==> config.mk <==
export PLATFORM = sky130hd
export DESIGN_NAME = fmc_adc_mezzanine_lite
export DESIGN_NICKNAME = d
export VERILOG_FILES = /design/src/rtl/fmc_adc_mezzanine_lite.sv
export SDC_FILE = /design/constraint.sdc
export NUM_CORES = 1
export LEC_CHECK = 0
export CORE_MARGIN = 3
export CORE_UTILIZATION = 44
export CTS_BUF_LIST = sky130_fd_sc_hd__clkbuf_4 sky130_fd_sc_hd__clkbuf_8 sky130_fd_sc_hd__clkbuf_16
export CTS_CLUSTER_SIZE = 25
export DETAILED_ROUTE_END_ITERATION = 10
export HOLD_SLACK_MARGIN = 0.1
export PLACE_DENSITY_LB_ADDON = 0.12
export SETUP_SLACK_MARGIN = 0.05
export SLEW_MARGIN = 40
export SYNTH_ARGS = -nofsm -noshare
export SYNTH_HDL_FRONTEND = slang
export SYNTH_SLANG_ARGS = --single-unit
==> constraint.sdc <==
create_clock -name sys_clk_i -period 7.6 [get_ports sys_clk_i]
set_clock_uncertainty 0.1 [all_clocks]
set_input_delay 0.76 -clock sys_clk_i [delete_from_list [all_inputs] [get_ports sys_clk_i]]
set_output_delay 0.76 -clock sys_clk_i [all_outputs]
set_load 0.01 [all_outputs]
==> src/rtl/fmc_adc_mezzanine_lite.sv <==
// FMC ADC acquisition control: WB CSRs, trigger unit, timetag, multishot FSM; FMC_ADC_TRIG_TAG_EN adds TRIG_TAG at 0x3C.
// Latency: WB ack, sample path and irqs 1 cycle; ext trigger fires 3+EXT_TRIG_DLY cycles after first sampled high.
// Backpressure: none; wb_stall_o tied low and samples are forwarded unconditionally.
module fmc_adc_mezzanine_lite #(
  parameter int G_SHOTS_W = 16
) (
  input  logic        sys_clk_i,
  input  logic        sys_rst_n_i,
  input  logic        wb_cyc_i,
  input  logic        wb_stb_i,
  input  logic        wb_we_i,
  input  logic [7:0]  wb_adr_i,
  input  logic [31:0] wb_dat_i,
  output logic [31:0] wb_dat_o,
  output logic        wb_ack_o,
  output logic        wb_stall_o,
  input  logic [63:0] adc_data_i,
  input  logic        adc_valid_i,
  input  logic        serdes_pll_i,
  input  logic        serdes_synced_i,
  input  logic        ext_trig_i,
  output logic        acq_wr_o,
  output logic [63:0] acq_dat_o,
  output logic        acq_trig_o,
  output logic        trig_irq_o,
  output logic        acq_end_irq_o,
  output logic        acq_cfg_ok_o
);

  typedef enum logic [2:0] {
    ST_IDLE = 3'd1, ST_PRE = 3'd2, ST_WAIT = 3'd3, ST_POST = 3'd4, ST_DECR = 3'd5
  } fsm_t;

  fsm_t                 state, state_nxt;
  logic [31:0]          cnt, cnt_nxt;
  logic [G_SHOTS_W-1:0] shots, shots_left, shots_left_nxt;
  logic [31:0]          pre_samples, post_samples, ext_dly, time_trig, timetag, trig_tag_rd, rd_mux;
  logic [31:0]          thres [4];
  logic [11:0]          trig_en;
  logic [5:0]           idx;
  logic                 wr, start, stop, sw_trig, cfg_ok, time_hit, trig_any, trig_acc, end_pulse;
  logic                 ext_s1, ext_s2, ext_s3, ext_pend, ext_fire;
  logic [31:0]          ext_cnt;
  logic [3:0]           thr_below, thr_above, thr_armed, thr_hit;
  logic                 unused_adr;

  assign idx        = wb_adr_i[7:2];
  assign unused_adr = ^wb_adr_i[1:0];
  assign wr         = wb_cyc_i & wb_stb_i & wb_we_i;
  assign start      = wr & (idx == 6'h00) & wb_dat_i[0];
  assign stop       = wr & (idx == 6'h00) & wb_dat_i[1];
  assign sw_trig    = wr & (idx == 6'h03);
  assign cfg_ok     = (shots != '0) && (post_samples != '0);
  assign acq_cfg_ok_o = cfg_ok;
  assign wb_stall_o = 1'b0;

  // Thresholds compared in 17 bits so val-hyst never wraps
  for (genvar c = 0; c < 4; c++) begin : g_thr
    logic signed [16:0] smp, lvl, low;
    assign smp          = $signed({adc_data_i[16*c+15], adc_data_i[16*c +: 16]});
    assign lvl          = $signed({thres[c][15], thres[c][15:0]});
    assign low          = lvl - $signed({thres[c][31], thres[c][31:16]});
    assign thr_below[c] = smp < low;
    assign thr_above[c] = smp > lvl;
  end
  assign thr_hit  = {4{adc_valid_i}} & thr_armed & ~thr_below & thr_above;
  assign time_hit = (timetag == time_trig);
  assign trig_any = (trig_en[0] & ext_fire) | (trig_en[1] & sw_trig) | (trig_en[4] & time_hit) |
                    (|(trig_en[11:8] & thr_hit));

  always_ff @(posedge sys_clk_i or negedge sys_rst_n_i) begin
    if (!sys_rst_n_i) begin
      shots <= '0; pre_samples <= '0; post_samples <= '0; ext_dly <= '0;
      time_trig <= '0; timetag <= '0; trig_en <= '0;
      for (int i = 0; i < 4; i++) thres[i] <= '0;
    end else begin
      timetag <= timetag + 32'd1;
      if (wr) begin
        case (idx)
          6'h02: trig_en <= wb_dat_i[11:0] & 12'hF13;
          6'h04: shots <= wb_dat_i[G_SHOTS_W-1:0];
          6'h05: pre_samples <= wb_dat_i;
          6'h06: post_samples <= wb_dat_i;
          6'h07: ext_dly <= wb_dat_i;
          6'h0C: time_trig <= wb_dat_i;
          6'h0D: timetag <= wb_dat_i;
          default: ;
        endcase
        if (idx[5:2] == 4'd2) thres[idx[1:0]] <= wb_dat_i;
      end
    end
  end

  // Ext trigger: sync, edge detect, then a one-shot delay that ignores further edges
  always_ff @(posedge sys_clk_i or negedge sys_rst_n_i) begin
    if (!sys_rst_n_i) begin
      {ext_s1, ext_s2, ext_s3, ext_pend, ext_fire} <= '0;
      ext_cnt   <= '0;
      thr_armed <= '0;
    end else begin
      ext_s1   <= ext_trig_i;
      ext_s2   <= ext_s1;
      ext_s3   <= ext_s2;
      ext_fire <= ext_pend & (ext_cnt == '0);
      if (ext_pend) begin
        if (ext_cnt == '0) ext_pend <= 1'b0;
        else               ext_cnt  <= ext_cnt - 32'd1;
      end else if (ext_s2 & ~ext_s3) begin
        ext_pend <= 1'b1;
        ext_cnt  <= ext_dly;
      end
      if (adc_valid_i) thr_armed <= thr_below | (thr_armed & ~thr_above);
    end
  end

  always_comb begin
    state_nxt      = state;
    cnt_nxt        = cnt;
    shots_left_nxt = shots_left;
    trig_acc       = 1'b0;
    end_pulse      = 1'b0;
    if (stop) begin
      state_nxt = ST_IDLE;
      cnt_nxt   = '0;
    end else begin
      case (state)
        ST_IDLE: if (start && cfg_ok) begin
          shots_left_nxt = shots;
          cnt_nxt        = '0;
          state_nxt      = (pre_samples == '0) ? ST_WAIT : ST_PRE;
        end
        ST_PRE: if (adc_valid_i) begin
          if (cnt + 32'd1 >= pre_samples) begin cnt_nxt = '0; state_nxt = ST_WAIT; end
          else cnt_nxt = cnt + 32'd1;
        end
        ST_WAIT: if (trig_any) begin
          trig_acc  = 1'b1;
          cnt_nxt   = 32'(adc_valid_i);
          state_nxt = (32'(adc_valid_i) >= post_samples) ? ST_DECR : ST_POST;
        end
        ST_POST: if (adc_valid_i) begin
          if (cnt + 32'd1 >= post_samples) begin cnt_nxt = '0; state_nxt = ST_DECR; end
          else cnt_nxt = cnt + 32'd1;
        end
        ST_DECR: begin
          shots_left_nxt = shots_left - G_SHOTS_W'(1);
          cnt_nxt        = '0;
          if (shots_left <= G_SHOTS_W'(1)) begin
            state_nxt = ST_IDLE;
            end_pulse = 1'b1;
          end else begin
            state_nxt = (pre_samples == '0) ? ST_WAIT : ST_PRE;
          end
        end
        default: state_nxt = ST_IDLE;
      endcase
    end
  end

  always_ff @(posedge sys_clk_i or negedge sys_rst_n_i) begin
    if (!sys_rst_n_i) begin
      state      <= ST_IDLE;
      cnt        <= '0;
      shots_left <= '0;
    end else begin
      state      <= state_nxt;
      cnt        <= cnt_nxt;
      shots_left <= shots_left_nxt;
    end
  end

`ifdef FMC_ADC_TRIG_TAG_EN
  logic [31:0] trig_tag;
  always_ff @(posedge sys_clk_i or negedge sys_rst_n_i) begin
    if (!sys_rst_n_i)  trig_tag <= '0;
    else if (trig_acc) trig_tag <= timetag;
  end
  assign trig_tag_rd = trig_tag;
`else
  assign trig_tag_rd = '0;
`endif

  always_comb begin
    rd_mux = '0;
    case (idx)
      6'h01: rd_mux = {26'd0, cfg_ok, serdes_synced_i, serdes_pll_i, state};
      6'h02: rd_mux = {20'd0, trig_en};
      6'h04: rd_mux = 32'(shots);
      6'h05: rd_mux = pre_samples;
      6'h06: rd_mux = post_samples;
      6'h07: rd_mux = ext_dly;
      6'h08, 6'h09, 6'h0A, 6'h0B: rd_mux = thres[idx[1:0]];
      6'h0C: rd_mux = time_trig;
      6'h0D: rd_mux = timetag;
      6'h0E: rd_mux = 32'(shots_left);
      6'h0F: rd_mux = trig_tag_rd;
      default: rd_mux = '0;
    endcase
  end

  always_ff @(posedge sys_clk_i or negedge sys_rst_n_i) begin
    if (!sys_rst_n_i) begin
      wb_ack_o <= 1'b0; wb_dat_o <= '0;
      acq_wr_o <= 1'b0; acq_dat_o <= '0; acq_trig_o <= 1'b0;
      trig_irq_o <= 1'b0; acq_end_irq_o <= 1'b0;
    end else begin
      wb_ack_o      <= wb_cyc_i & wb_stb_i;
      wb_dat_o      <= (wb_cyc_i & wb_stb_i & ~wb_we_i) ? rd_mux : '0;
      acq_wr_o      <= adc_valid_i & (state == ST_PRE || state == ST_WAIT || state == ST_POST);
      acq_dat_o     <= adc_data_i;
      acq_trig_o    <= trig_acc;
      trig_irq_o    <= trig_acc;
      acq_end_irq_o <= end_pulse;
    end
  end

endmodule

==> reports/results.tsv <==
metric	value	unit
run_status	finished clean	
r2r-start	thres[113]$_DFFE_PN0P_	
drt_iter0_markers	2783	
r2r-end	cnt[0]$_DFFE_PN0P_	
synth.distinct_cells	76	
die_x	269	um
synth_warnings	0	
ir_worst_vdd	0.174	mV
cp_data_required_time	8020	ps
syn2layout_area_growth	16.6	%
maxSlewViolCount	0	
dp_hpwl	82800	um
clock_path_buffers	3	
setup_viol	0	
setup_tns	0	ps
nFillCells	6265	
cts_buffers	59	
async_reset_ff_frac	1.00	
cap_violations	0	
p_leak	16.2	nW
dr.pass1.iters	7	
die_h	269	um
rsz0062_at_grt	no	
syn_area_per_cell	9.47	um^2
io_pins	216	
cp-end-kind	register	
core-area	67900	um^2
cp_max_fo	28	
power_density	257	nW/um^2
postCtsSetupBuffers	0	
synth-seq-area-share	0.414	
synth_area	30400	um^2
synth_edf_count	0	
route.detailed.drc	0	
wire_per_inst	25.4	um
r2r_cells	23	
critPathLaunchType	register	
worstHoldStart	ext_s1$_DFF_PN0_	
grtUsageTotal	0.305	
ant_nets	0	
place_congestion	0.945	
num-nets-final	3748	
ys_top_cells_by_area	dfrtp_1, ha_1, o21ai_0	
slew_headroom	0.384	
hold_viol	0	
synth_top_cell_area_share	0.413	
clk_pin_slew_worst_paths	60	ps
io_buffers	212	
critPathArrivalTime	6800	ps
worst_pin_slew	921	ps
htree_levels	2	
grt_pass1_vias	25400	
dp.cells	4225	
routed_wirelength	110000	um
grt_antenna_before_repair	7	
final_cells	4333	
root_buffer	clkbuf_16	
initial_utilization	0.448	
power.total	9.13	mW
synth-seq-cells	503	
crit_type	register to register	
fin_util	0.523	
insertion_delay	640	ps
period_minus_slack	6390	ps
min_path_type	register to register	
syn-num-nets	3591	
grt_max_degree	146	
timing.final.crit_share	0.840	
syn_inst	3211	
cts_tree	yes	
clock-sinks	503	
fmax	157	MHz
diodes	0	
drive_gt1_frac	0.106	
vias	26200	
vias_per_cell	6.04	
num_rows	95	
hold_path_depth	0	
dieArea	72300	um^2
synth_top_flop_cell	dfrtp_1	
grt-ovfl-total	0	
grt_pass1_wl	164000	um
hold-path-endpoint	ext_s2$_DFF_PN0_	
hold_ws	262	ps
rrSetupSlack	1210	ps
synth_top_area_cell	dfrtp_1	
## critical path: stages (launching register included)
cell	delay, ps
dfrtp_1	470
inv_1	80
ha_1	290
nor2b_1	130
o21ai_0	220
a21boi_0	170
o41ai_1	430
o21ai_0	230
o41ai_1	590
o2111ai_1	220
a21oi_1	220
xor2_1	190
ha_1	270
inv_1	50
o21ai_0	110
a2111oi_0	390
o22ai_1	270
and3_1	270
a221o_1	460
o21ai_1	210
buf_4	250
o21ai_1	80
buf_4	270
a211o_1	300
## kinds of logic (layout without fill, tap and decap cells)
| logic type | after synthesis | in the layout | synth area share |
|---|---|---|---|
| AO/OA/AOI/OAI | 837 | 837 | 0.168 |
| XOR/XNOR | 142 | 142 | 0.0409 |
| adder cells (fa/ha/maj) | 267 | 267 | 0.111 |
| buffers and inverters | 407 | 608 | 0.0512 |
| flip-flops | 503 | 503 | 0.414 |
| multiplexers | 185 | 185 | 0.0812 |
| other | 1 | 1 | 0.000123 |
| AND/OR/NAND/NOR | 869 | 869 | 0.134 |
## routing by layer
layer	vias up	track usage	routed length (um)
met2	1069	0.447	46600
met1	13000	0.447	49700
li1	11900	-	-
met3	211	0.0564	9000
met4	10	0.119	4790
met5	-	0	58
## cell usage after synthesis (all sizes together) (37+ instances only)
library cell	instances
nand4	39
xnor2	77
inv	242
dfrtp	502
nor3	58
mux4	37
nand2	362
ha	263
and3	40
xor2	65
nor2	143
o21ai	316
nand3	81
mux2	125
clkbuf	132
a21oi	220
## final cells by class
cell class,count,area (um^2),area share
inverter,244,918,0.0259
tap,921,1150,0.0325
clock inverter,18,106,0.00300
timing repair buffer,259,2540,0.0716
sequential,503,12600,0.355
multi-input combinational,2301,16400,0.462
clock buffer,87,1790,0.0504
## repair_timing
action                     CTS  global route
resized for setup            0             0
hold buffers                 1             0
setup endpoints to repair    0             0
hold endpoints to repair    67             0
## sequential cells by signal (all words and copies together), names as in the netlist, 3 cells and up
| register | cells |
|---|---|
| shots | 16 |
| thr_armed | 4 |
| shots_left | 16 |
| post_samples | 32 |
| pre_samples | 32 |
| trig_en | 7 |
| wb_dat_o | 32 |
| ext_dly | 32 |
| acq_dat_o | 64 |
| thres | 64 |
| ext_cnt | 32 |
| cnt | 32 |
| timetag | 32 |
| time_trig | 32 |
| g_thr.lvl | 64 |
| state | 3 |
## through the flow
stage | area [um^2] | worst slack, ps
after floorplan | 30400 | 2430
after global placement | 33400 | 1190
after detailed placement | 33500 | 1160
after CTS | 35400 | 1140
after global routing | 35500 | 767
final | 35500 | 1210
## layout by cell type (no fill, tap or decap), types with 10 or more instances in the layout
cell type        Yosys  routed
nand3_1             81      80
nor3_1              58      51
o211ai_1            14      14
xnor2_1             77      77
clkbuf_16            0      59
o21a_1              10      10
clkbuf_4             0      12
inv_1              241     240
xor2_1              65      65
clkbuf_8             0      16
mux2_2             125     125
o22ai_1             19      19
a222oi_1            25      25
a21oi_1            220     220
nand4_1             39      39
nor2b_1             25      25
mux2i_1             23      23
nand2_1            362     360
and3_1              40      40
clkinv_2             0      12
ha_1               263     263
a211oi_1            32      32
a21o_1              27      27
or4_1               10      10
a31oi_1             23      23
or3_1               15      15
clkdlybuf4s50_1      0     202
nand2b_1            28      28
nor4_1              34      34
a22oi_1             34      34
nor2_1             143     137
o21ai_0            311     311
o2111ai_1           10      10
buf_4                2      40
dfrtp_1            502     501
mux4_2              37      37
## how the worst max path moves through the flow
stage / start / end / slack (ps)
after floorplan: thres[113]$_DFFE_PN0P_ / cnt[24]$_DFFE_PN0P_ / 2430
after global placement: g_thr[2].lvl[0]$_DFFE_PN0P_ / cnt[29]$_DFFE_PN0P_ / 1190
after detailed placement: g_thr[2].lvl[0]$_DFFE_PN0P_ / cnt[29]$_DFFE_PN0P_ / 1160
after CTS: g_thr[2].lvl[0]$_DFFE_PN0P_ / cnt[29]$_DFFE_PN0P_ / 1140
after global routing: thres[113]$_DFFE_PN0P_ / cnt[0]$_DFFE_PN0P_ / 770
final: thres[113]$_DFFE_PN0P_ / cnt[0]$_DFFE_PN0P_ / 1210
## report_power, final
part	switching [mW]	total, mW	internal [mW]	leakage [nW]
sequential	0.411	3.42	3.01	5.97
combinational	1.77	2.90	1.13	9.28
clock	1.20	2.81	1.61	0.949
total	3.38	9.13	5.75	16.2
Note: power is estimated with default switching activity, not from simulation.
